==> src/rtl/result_monitor_if.sv <==
// Bundle of the control, watched-value and status signals of result_monitor.
// The master side (run controller) drives Start/Clear/Values and reads status;
// the slave side is the monitor itself.
interface result_monitor_if #(
    parameter int WIDTH    = 32,
    parameter int CHANNELS = 2,
    parameter int CNT_W    = 16
) ();
    logic                      Start;
    logic                      Clear;
    logic [CHANNELS*WIDTH-1:0] Values;
    logic                      Busy;
    logic                      Done;
    logic                      Timeout;
    logic [CNT_W-1:0]          CycleCount;
    logic [CHANNELS-1:0]       ChangeMask;
    logic [CHANNELS*WIDTH-1:0] Snapshot;

    modport master (
        output Start, Clear, Values,
        input  Busy, Done, Timeout, CycleCount, ChangeMask, Snapshot
    );

    modport slave (
        input  Start, Clear, Values,
        output Busy, Done, Timeout, CycleCount, ChangeMask, Snapshot
    );
endinterface

==> src/rtl/result_monitor.sv <==
// Result monitor: after a Start request and a short warm-up, watches a set of
// register channels and declares the result settled once every channel has
// stayed unchanged for STABLE_CYCLES consecutive cycles, or times out after
// TIMEOUT_CYCLES monitored cycles. The final values are snapshotted and all
// status is frozen until Clear.
module result_monitor #(
    parameter int WIDTH          = 32,
    parameter int CHANNELS       = 2,
    parameter int STABLE_CYCLES  = 16,
    parameter int WARMUP_CYCLES  = 4,
    parameter int CNT_W          = 16,
    parameter int TIMEOUT_CYCLES = 65535
) (
    input  logic            Clk,
    input  logic            Reset,
    result_monitor_if.slave mon
);

    localparam int VW = CHANNELS * WIDTH;

    localparam logic [2:0] ST_IDLE   = 3'd0;
    localparam logic [2:0] ST_WARMUP = 3'd1;
    localparam logic [2:0] ST_RUN    = 3'd2;
    localparam logic [2:0] ST_DONE   = 3'd3;
    localparam logic [2:0] ST_TOUT   = 3'd4;

    localparam logic [7:0]       WARM_LAST   = 8'(WARMUP_CYCLES - 1);
    localparam logic [CNT_W-1:0] STABLE_VAL  = CNT_W'(STABLE_CYCLES);
    localparam logic [CNT_W-1:0] TIMEOUT_VAL = CNT_W'(TIMEOUT_CYCLES);
    localparam logic [CNT_W-1:0] CNT_ONE     = CNT_W'(1);
    localparam logic [CNT_W-1:0] CNT_MAX     = {CNT_W{1'b1}};
    localparam logic [CNT_W-1:0] CNT_ZERO    = {CNT_W{1'b0}};

    // Per-channel inequality between current and previously sampled values.
    function automatic logic [CHANNELS-1:0] chan_diff(
        input logic [VW-1:0] cur,
        input logic [VW-1:0] prev
    );
        logic [CHANNELS-1:0] d;
        d = {CHANNELS{1'b0}};
        for (int c = 0; c < CHANNELS; c++) begin
            d[c] = (cur[c*WIDTH +: WIDTH] != prev[c*WIDTH +: WIDTH]);
        end
        return d;
    endfunction

    // Saturating increment: sticks at all-ones instead of wrapping.
    function automatic logic [CNT_W-1:0] sat_inc(input logic [CNT_W-1:0] v);
        logic [CNT_W-1:0] r;
        if (v == CNT_MAX) begin
            r = v;
        end else begin
            r = v + CNT_ONE;
        end
        return r;
    endfunction

    // State and datapath registers
    logic [2:0]          state_r;
    logic [7:0]          warm_cnt_r;
    logic [CNT_W-1:0]    stab_cnt_r;
    logic [VW-1:0]       prev_r;
    logic [CNT_W-1:0]    cycle_count_r;
    logic [CHANNELS-1:0] change_mask_r;
    logic [VW-1:0]       snapshot_r;
    logic                busy_r;
    logic                done_r;
    logic                timeout_r;

    // Next-state values
    logic [2:0]          state_nxt_s;
    logic [7:0]          warm_cnt_nxt_s;
    logic [CNT_W-1:0]    stab_cnt_nxt_s;
    logic [VW-1:0]       prev_nxt_s;
    logic [CNT_W-1:0]    cycle_count_nxt_s;
    logic [CHANNELS-1:0] change_mask_nxt_s;
    logic [VW-1:0]       snapshot_nxt_s;

    // RUN-cycle helpers
    logic [CHANNELS-1:0] diff_s;
    logic [CNT_W-1:0]    stab_run_s;
    logic [CNT_W-1:0]    cc_run_s;
    logic                hit_stable_s;
    logic                hit_timeout_s;

    // Compare/count terms used on every RUN cycle.
    always_comb begin
        diff_s = chan_diff(mon.Values, prev_r);
        if (|diff_s) begin
            stab_run_s = CNT_ZERO;
        end else begin
            stab_run_s = stab_cnt_r + CNT_ONE;
        end
        cc_run_s      = sat_inc(cycle_count_r);
        hit_stable_s  = (stab_run_s == STABLE_VAL);
        hit_timeout_s = (cc_run_s == TIMEOUT_VAL);
    end

    // Next-state and next-datapath logic of the monitor FSM.
    always_comb begin
        state_nxt_s       = state_r;
        warm_cnt_nxt_s    = warm_cnt_r;
        stab_cnt_nxt_s    = stab_cnt_r;
        prev_nxt_s        = prev_r;
        cycle_count_nxt_s = cycle_count_r;
        change_mask_nxt_s = change_mask_r;
        snapshot_nxt_s    = snapshot_r;
        case (state_r)
            ST_IDLE: begin
                // Clear has priority over Start here.
                if (!mon.Clear && mon.Start) begin
                    state_nxt_s       = ST_WARMUP;
                    warm_cnt_nxt_s    = 8'd0;
                    stab_cnt_nxt_s    = CNT_ZERO;
                    cycle_count_nxt_s = CNT_ZERO;
                    change_mask_nxt_s = {CHANNELS{1'b0}};
                end else begin
                    state_nxt_s = ST_IDLE;
                end
            end
            ST_WARMUP: begin
                if (mon.Clear) begin
                    state_nxt_s = ST_IDLE;
                end else if (warm_cnt_r == WARM_LAST) begin
                    // Last warm-up cycle seeds the comparison baseline.
                    prev_nxt_s  = mon.Values;
                    state_nxt_s = ST_RUN;
                end else begin
                    warm_cnt_nxt_s = warm_cnt_r + 8'd1;
                end
            end
            ST_RUN: begin
                if (mon.Clear) begin
                    // Abort keeps CycleCount/ChangeMask/Snapshot as they are.
                    state_nxt_s = ST_IDLE;
                end else begin
                    prev_nxt_s        = mon.Values;
                    stab_cnt_nxt_s    = stab_run_s;
                    cycle_count_nxt_s = cc_run_s;
                    change_mask_nxt_s = change_mask_r | diff_s;
                    // Stability is checked first so it wins a same-cycle tie.
                    if (hit_stable_s) begin
                        state_nxt_s    = ST_DONE;
                        snapshot_nxt_s = mon.Values;
                    end else if (hit_timeout_s) begin
                        state_nxt_s    = ST_TOUT;
                        snapshot_nxt_s = mon.Values;
                    end else begin
                        state_nxt_s = ST_RUN;
                    end
                end
            end
            ST_DONE, ST_TOUT: begin
                // Frozen until acknowledged; Start is ignored.
                if (mon.Clear) begin
                    state_nxt_s = ST_IDLE;
                end else begin
                    state_nxt_s = state_r;
                end
            end
            default: begin
                state_nxt_s = ST_IDLE;
            end
        endcase
    end

    // State/datapath registers with synchronous active-low reset; status
    // flags are derived from the next state so they line up with it.
    always_ff @(posedge Clk) begin
        if (!Reset) begin
            state_r       <= ST_IDLE;
            warm_cnt_r    <= 8'd0;
            stab_cnt_r    <= CNT_ZERO;
            prev_r        <= {VW{1'b0}};
            cycle_count_r <= CNT_ZERO;
            change_mask_r <= {CHANNELS{1'b0}};
            snapshot_r    <= {VW{1'b0}};
            busy_r        <= 1'b0;
            done_r        <= 1'b0;
            timeout_r     <= 1'b0;
        end else begin
            state_r       <= state_nxt_s;
            warm_cnt_r    <= warm_cnt_nxt_s;
            stab_cnt_r    <= stab_cnt_nxt_s;
            prev_r        <= prev_nxt_s;
            cycle_count_r <= cycle_count_nxt_s;
            change_mask_r <= change_mask_nxt_s;
            snapshot_r    <= snapshot_nxt_s;
            busy_r        <= (state_nxt_s == ST_WARMUP) || (state_nxt_s == ST_RUN);
            done_r        <= (state_nxt_s == ST_DONE);
            timeout_r     <= (state_nxt_s == ST_TOUT);
        end
    end

    assign mon.Busy       = busy_r;
    assign mon.Done       = done_r;
    assign mon.Timeout    = timeout_r;
    assign mon.CycleCount = cycle_count_r;
    assign mon.ChangeMask = change_mask_r;
    assign mon.Snapshot   = snapshot_r;

endmodule

==> src/flat_wrapper.sv <==
// flat-port wrapper written by rule: the top's interface ports become plain ports
module result_monitor_flat 
#(
    parameter int WIDTH          = 32,
    parameter int CHANNELS       = 2,
    parameter int STABLE_CYCLES  = 16,
    parameter int WARMUP_CYCLES  = 4,
    parameter int CNT_W          = 16,
    parameter int TIMEOUT_CYCLES = 65535
)
  (Clk, Reset, mon_Start, mon_Clear, mon_Values, mon_Busy, mon_Done, mon_Timeout, mon_CycleCount, mon_ChangeMask, mon_Snapshot);
  result_monitor_if #(.WIDTH(WIDTH), .CHANNELS(CHANNELS), .CNT_W(CNT_W)) mon_i ();
  input  logic Clk;
  input  logic Reset;
  input wire logic [$bits(mon_i.Start)-1:0] mon_Start;
  input wire logic [$bits(mon_i.Clear)-1:0] mon_Clear;
  input wire logic [$bits(mon_i.Values)-1:0] mon_Values;
  output wire logic [$bits(mon_i.Busy)-1:0] mon_Busy;
  output wire logic [$bits(mon_i.Done)-1:0] mon_Done;
  output wire logic [$bits(mon_i.Timeout)-1:0] mon_Timeout;
  output wire logic [$bits(mon_i.CycleCount)-1:0] mon_CycleCount;
  output wire logic [$bits(mon_i.ChangeMask)-1:0] mon_ChangeMask;
  output wire logic [$bits(mon_i.Snapshot)-1:0] mon_Snapshot;
  assign mon_i.Start = mon_Start;
  assign mon_i.Clear = mon_Clear;
  assign mon_i.Values = mon_Values;
  assign mon_Busy = mon_i.Busy;
  assign mon_Done = mon_i.Done;
  assign mon_Timeout = mon_i.Timeout;
  assign mon_CycleCount = mon_i.CycleCount;
  assign mon_ChangeMask = mon_i.ChangeMask;
  assign mon_Snapshot = mon_i.Snapshot;
  result_monitor #(.WIDTH(WIDTH), .CHANNELS(CHANNELS), .STABLE_CYCLES(STABLE_CYCLES), .WARMUP_CYCLES(WARMUP_CYCLES), .CNT_W(CNT_W), .TIMEOUT_CYCLES(TIMEOUT_CYCLES)) u_core (.Clk(Clk), .Reset(Reset), .mon(mon_i));
endmodule
==> config.mk <==
export PLATFORM = sky130hd
export DESIGN_NAME = result_monitor_flat
export DESIGN_NICKNAME = d
export VERILOG_FILES = /design/src/rtl/result_monitor_if.sv /design/src/rtl/result_monitor.sv /design/src/flat_wrapper.sv
export SDC_FILE = /design/constraint.sdc
export NUM_CORES = 1
export LEC_CHECK = 0
export CORE_MARGIN = 4
export CORE_UTILIZATION = 48
export CTS_CLUSTER_SIZE = 28
export DETAILED_ROUTE_END_ITERATION = 7
export GPL_TIMING_DRIVEN = 0
export PLACE_DENSITY = 0.8
export SKIP_LAST_GASP = 1
export SYNTH_ARGS = -nofsm -noshare
export SYNTH_HDL_FRONTEND = slang
export SYNTH_SLANG_ARGS = --single-unit
export TNS_END_PERCENT = 20
==> constraint.sdc <==
create_clock -name Clk -period 2.8 [get_ports Clk]
set_clock_uncertainty 0.05 [all_clocks]
set_input_delay 0.42 -clock Clk [delete_from_list [all_inputs] [get_ports Clk]]
set_output_delay 0.42 -clock Clk [all_outputs]
set_load 0.02 [all_outputs]
==> flow_summary.ini <==
[timing]
fin_setup_tns_ns = -0.0101
slew_headroom = 0.423
period_share = 1.00
fin_crit_ns = 2.80
tightestPinTransition_ns = 0.865
slew_viol_final = 0
rsz0062_at_grt = true
setup_viol = 3
fin_ws_ns = -0.00490
hold_viol = 0
hold_ws_ns = 0.246
fmax_ghz = 0.357

[cts]
cts_max_level = 4
cts-buffers-inserted = 17
clockRootBuffer = clkbuf_16
clock-sinks = 176
cts_tree = built
clock_latency_ns = 0.44
clk_pin_slew_ns = 0.07
clockBufferDepth = 2

[yosys]
synth_warnings = 0
synth_cell_types = 64
yosys_register_bits = 176
syn_inst = 1025
synthTopCellsByArea = dfxtp_1 (42%), nand2_1 (13%), mux2i_1 (8.0%)
synth_ff_type = dfxtp_1
yosysTopAreaCell = dfxtp_1
synth_edf_count = 0
ys_seq_area_frac = 0.419
synth_nets = 1096
synth_top_area_frac = 0.419
avgSynthCellArea_um2 = 8.20
synth_area_um2 = 8410
async_flop_share = 0

[floorplan]
die_x_um = 140
rows = 48
core_area_um2 = 17200
design.die.area_um2 = 19700
start_util = 0.488
die_h_um = 140
pin_count = 153

[routing]
ant_nets = 0
wl_um = 24400
drtIter0Drc = 582
drc = 0
num_vias = 8025
routedWlPerCell_um = 16.8
drt-vias-per-instance = 5.51
first_pass_iters = 6

[global_routing]
grt_pass1_wl_um = 38200
gr-total-overflow = 0
grt_pass1_vias = 7561
grt_use_total = 0.235
antenna_found_initial = 0
grt_max_degree = 18

[critical_path]
critPathRequiredTime_ns = 3.11
cp-end-kind = register
path_cells = nand4_1 -> or4_4 -> a21oi_2 -> nor4b_4 -> nand3b_1 -> o22ai_4 -> buf_12 -> clkbuf_16 -> mux2i_1
critPathKind = reg2reg
slowest_delay_ns = 0.64
cp_max_fo = 6
setup.worst_path.start_class = register
crit_slowest_cell = or4_4
arrival_ns = 3.11

[final_layout]
fin_util = 0.664
nets = 1290
fillers = 1338
layout-drive-gt1-share = 0.117
syn_to_final_growth_pct = 36.1
final_cell_area_um2 = 11400
diodes = 0

[place]
dpl-instance-area_um2 = 10200
routabilityCongestion = 0.936
dpl.hpwl_um = 16800
io_buffers = 151

[worst_hold_path]
hold_class = in2reg

[status]
status = complete, but fails checks
violations = setup timing

[power_and_ir_drop]
power.density_nw_per_um2 = 467
fin_total_pwr_mw = 5.34
p_leak_nw = 4.24
ir_drop_v = 0.000455

[run]
maxCapViolations = 0
cell type report:
class	count	area [um^2]	share of cell area
flip-flops and latches	176	3560	0.311
inverters	12	45.0	0.00394
well taps	225	282	0.0246
repair buffers	176	1820	0.159
clock inverters	15	199	0.0174
clock buffers	17	425	0.0372
multi-input cells	772	4720	0.412
plain buffers	64	395	0.0346
kinds of logic (layout without fill, tap and decap cells):
family	after synthesis	count (layout)	synth area share
AO/OA/AOI/OAI	153	153	0.113
XOR/XNOR	75	75	0.0781
adder cells (fa/ha/maj)	3	3	0.00446
buffers and inverters	77	284	0.0481
flip-flops	176	176	0.419
multiplexers	68	68	0.0811
AND/OR/NAND/NOR	473	473	0.256
flip-flops by register name (all words and copies together), names as in the netlist:
name                   count
u_core.stab_cnt_r         16
u_core.mon.Timeout         1
u_core.mon.ChangeMask      2
u_core.warm_cnt_r          8
u_core.mon.CycleCount     16
u_core.mon.Snapshot       64
u_core.mon.Busy            1
u_core.prev_r             64
u_core.mon.Done            1
u_core.state_r             3
cell usage after synthesis (7+ instances only):
master,instances
nand2_1,288
nor4_1,25
nand4_1,18
mux2i_1,67
nor3_1,13
a21oi_1,84
buf_2,8
clkbuf_1,45
a21boi_0,7
o21ai_0,8
nand3_1,31
and2_1,10
o21a_1,11
a31oi_1,13
xor2_1,70
nor2_1,43
dfxtp_1,176
inv_1,12
placed cells by master (no fill, tap or decap), types with 18 or more instances in the layout:
cell type | synthesis | layout
nand2_1 | 288 | 288
dfxtp_1 | 176 | 162
clkdlybuf4s50_1 | 0 | 117
a21oi_1 | 84 | 83
xor2_1 | 70 | 68
mux2i_1 | 67 | 67
nor2_1 | 43 | 43
clkbuf_1 | 45 | 41
dlymetal6s2s_1 | 0 | 34
nand3_1 | 31 | 29
buf_4 | 0 | 23
clkbuf_16 | 0 | 19
nand4_1 | 18 | 18
path summary, 6_finish.rpt:
check,slack [ns],cells after the start,to,from
setup / recovery,-0.005,9,u_core.mon.Snapshot[2],u_core.mon.CycleCount[13]
hold reg to reg,0.41,2,u_core.mon.Snapshot[13],u_core.mon.Snapshot[13]
setup reg to reg,-0.005,9,u_core.mon.Snapshot[2],u_core.mon.CycleCount[13]
hold / removal,0.25,3,u_core.prev_r[4],mon_Values[4]
power breakdown:
part           total, mW  internal, mW  switching [mW]
Sequential          2.50          2.50         0.00133
Combinational      0.322         0.132           0.190
Clock               2.52          1.43            1.09
Total               5.34          4.06            1.28
layer usage:
| layer | GRT usage | vias up | wire, um |
|---|---|---|---|
| met1 | 0.310 | 3757 | 10500 |
| met2 | 0.370 | 313 | 11200 |
| met3 | 0.0632 | 58 | 1970 |
| li1 | - | 3897 | - |
| met5 | 0 | - | 0 |
| met4 | 0.0913 | 0 | 676 |
critical path, delay by kind of cell (launching register included):
| kind | cells | cell delay, ns |
|---|---|---|
| buf+inv | 2 | 0.36 |
| mux | 1 | 0.18 |
| simple gates | 4 | 1.38 |
| flops | 1 | 0.37 |
| compound gates | 2 | 0.38 |
per-stage QoR:
| stage | instances | setup WS (ns) |
|---|---|---|
| finish | 1457 | -0.00490 |
| global route | 1457 | -0.0947 |
| CTS | 1437 | -0.0276 |
| detailed placement | 1401 | -0.710 |
| global placement | 1401 | -0.728 |
| floorplan | 1025 | 0.0899 |
repair_timing:
item / in CTS / in global routing
gates cloned: 0 / 2
pin swaps: 7 / 23
hold buffers: 0 / 0
gates resized for setup: 16 / 107
endpoints found under the setup margin: 81 / 141
setup buffers: 4 / 19
(Power assumes the default switching activity.)
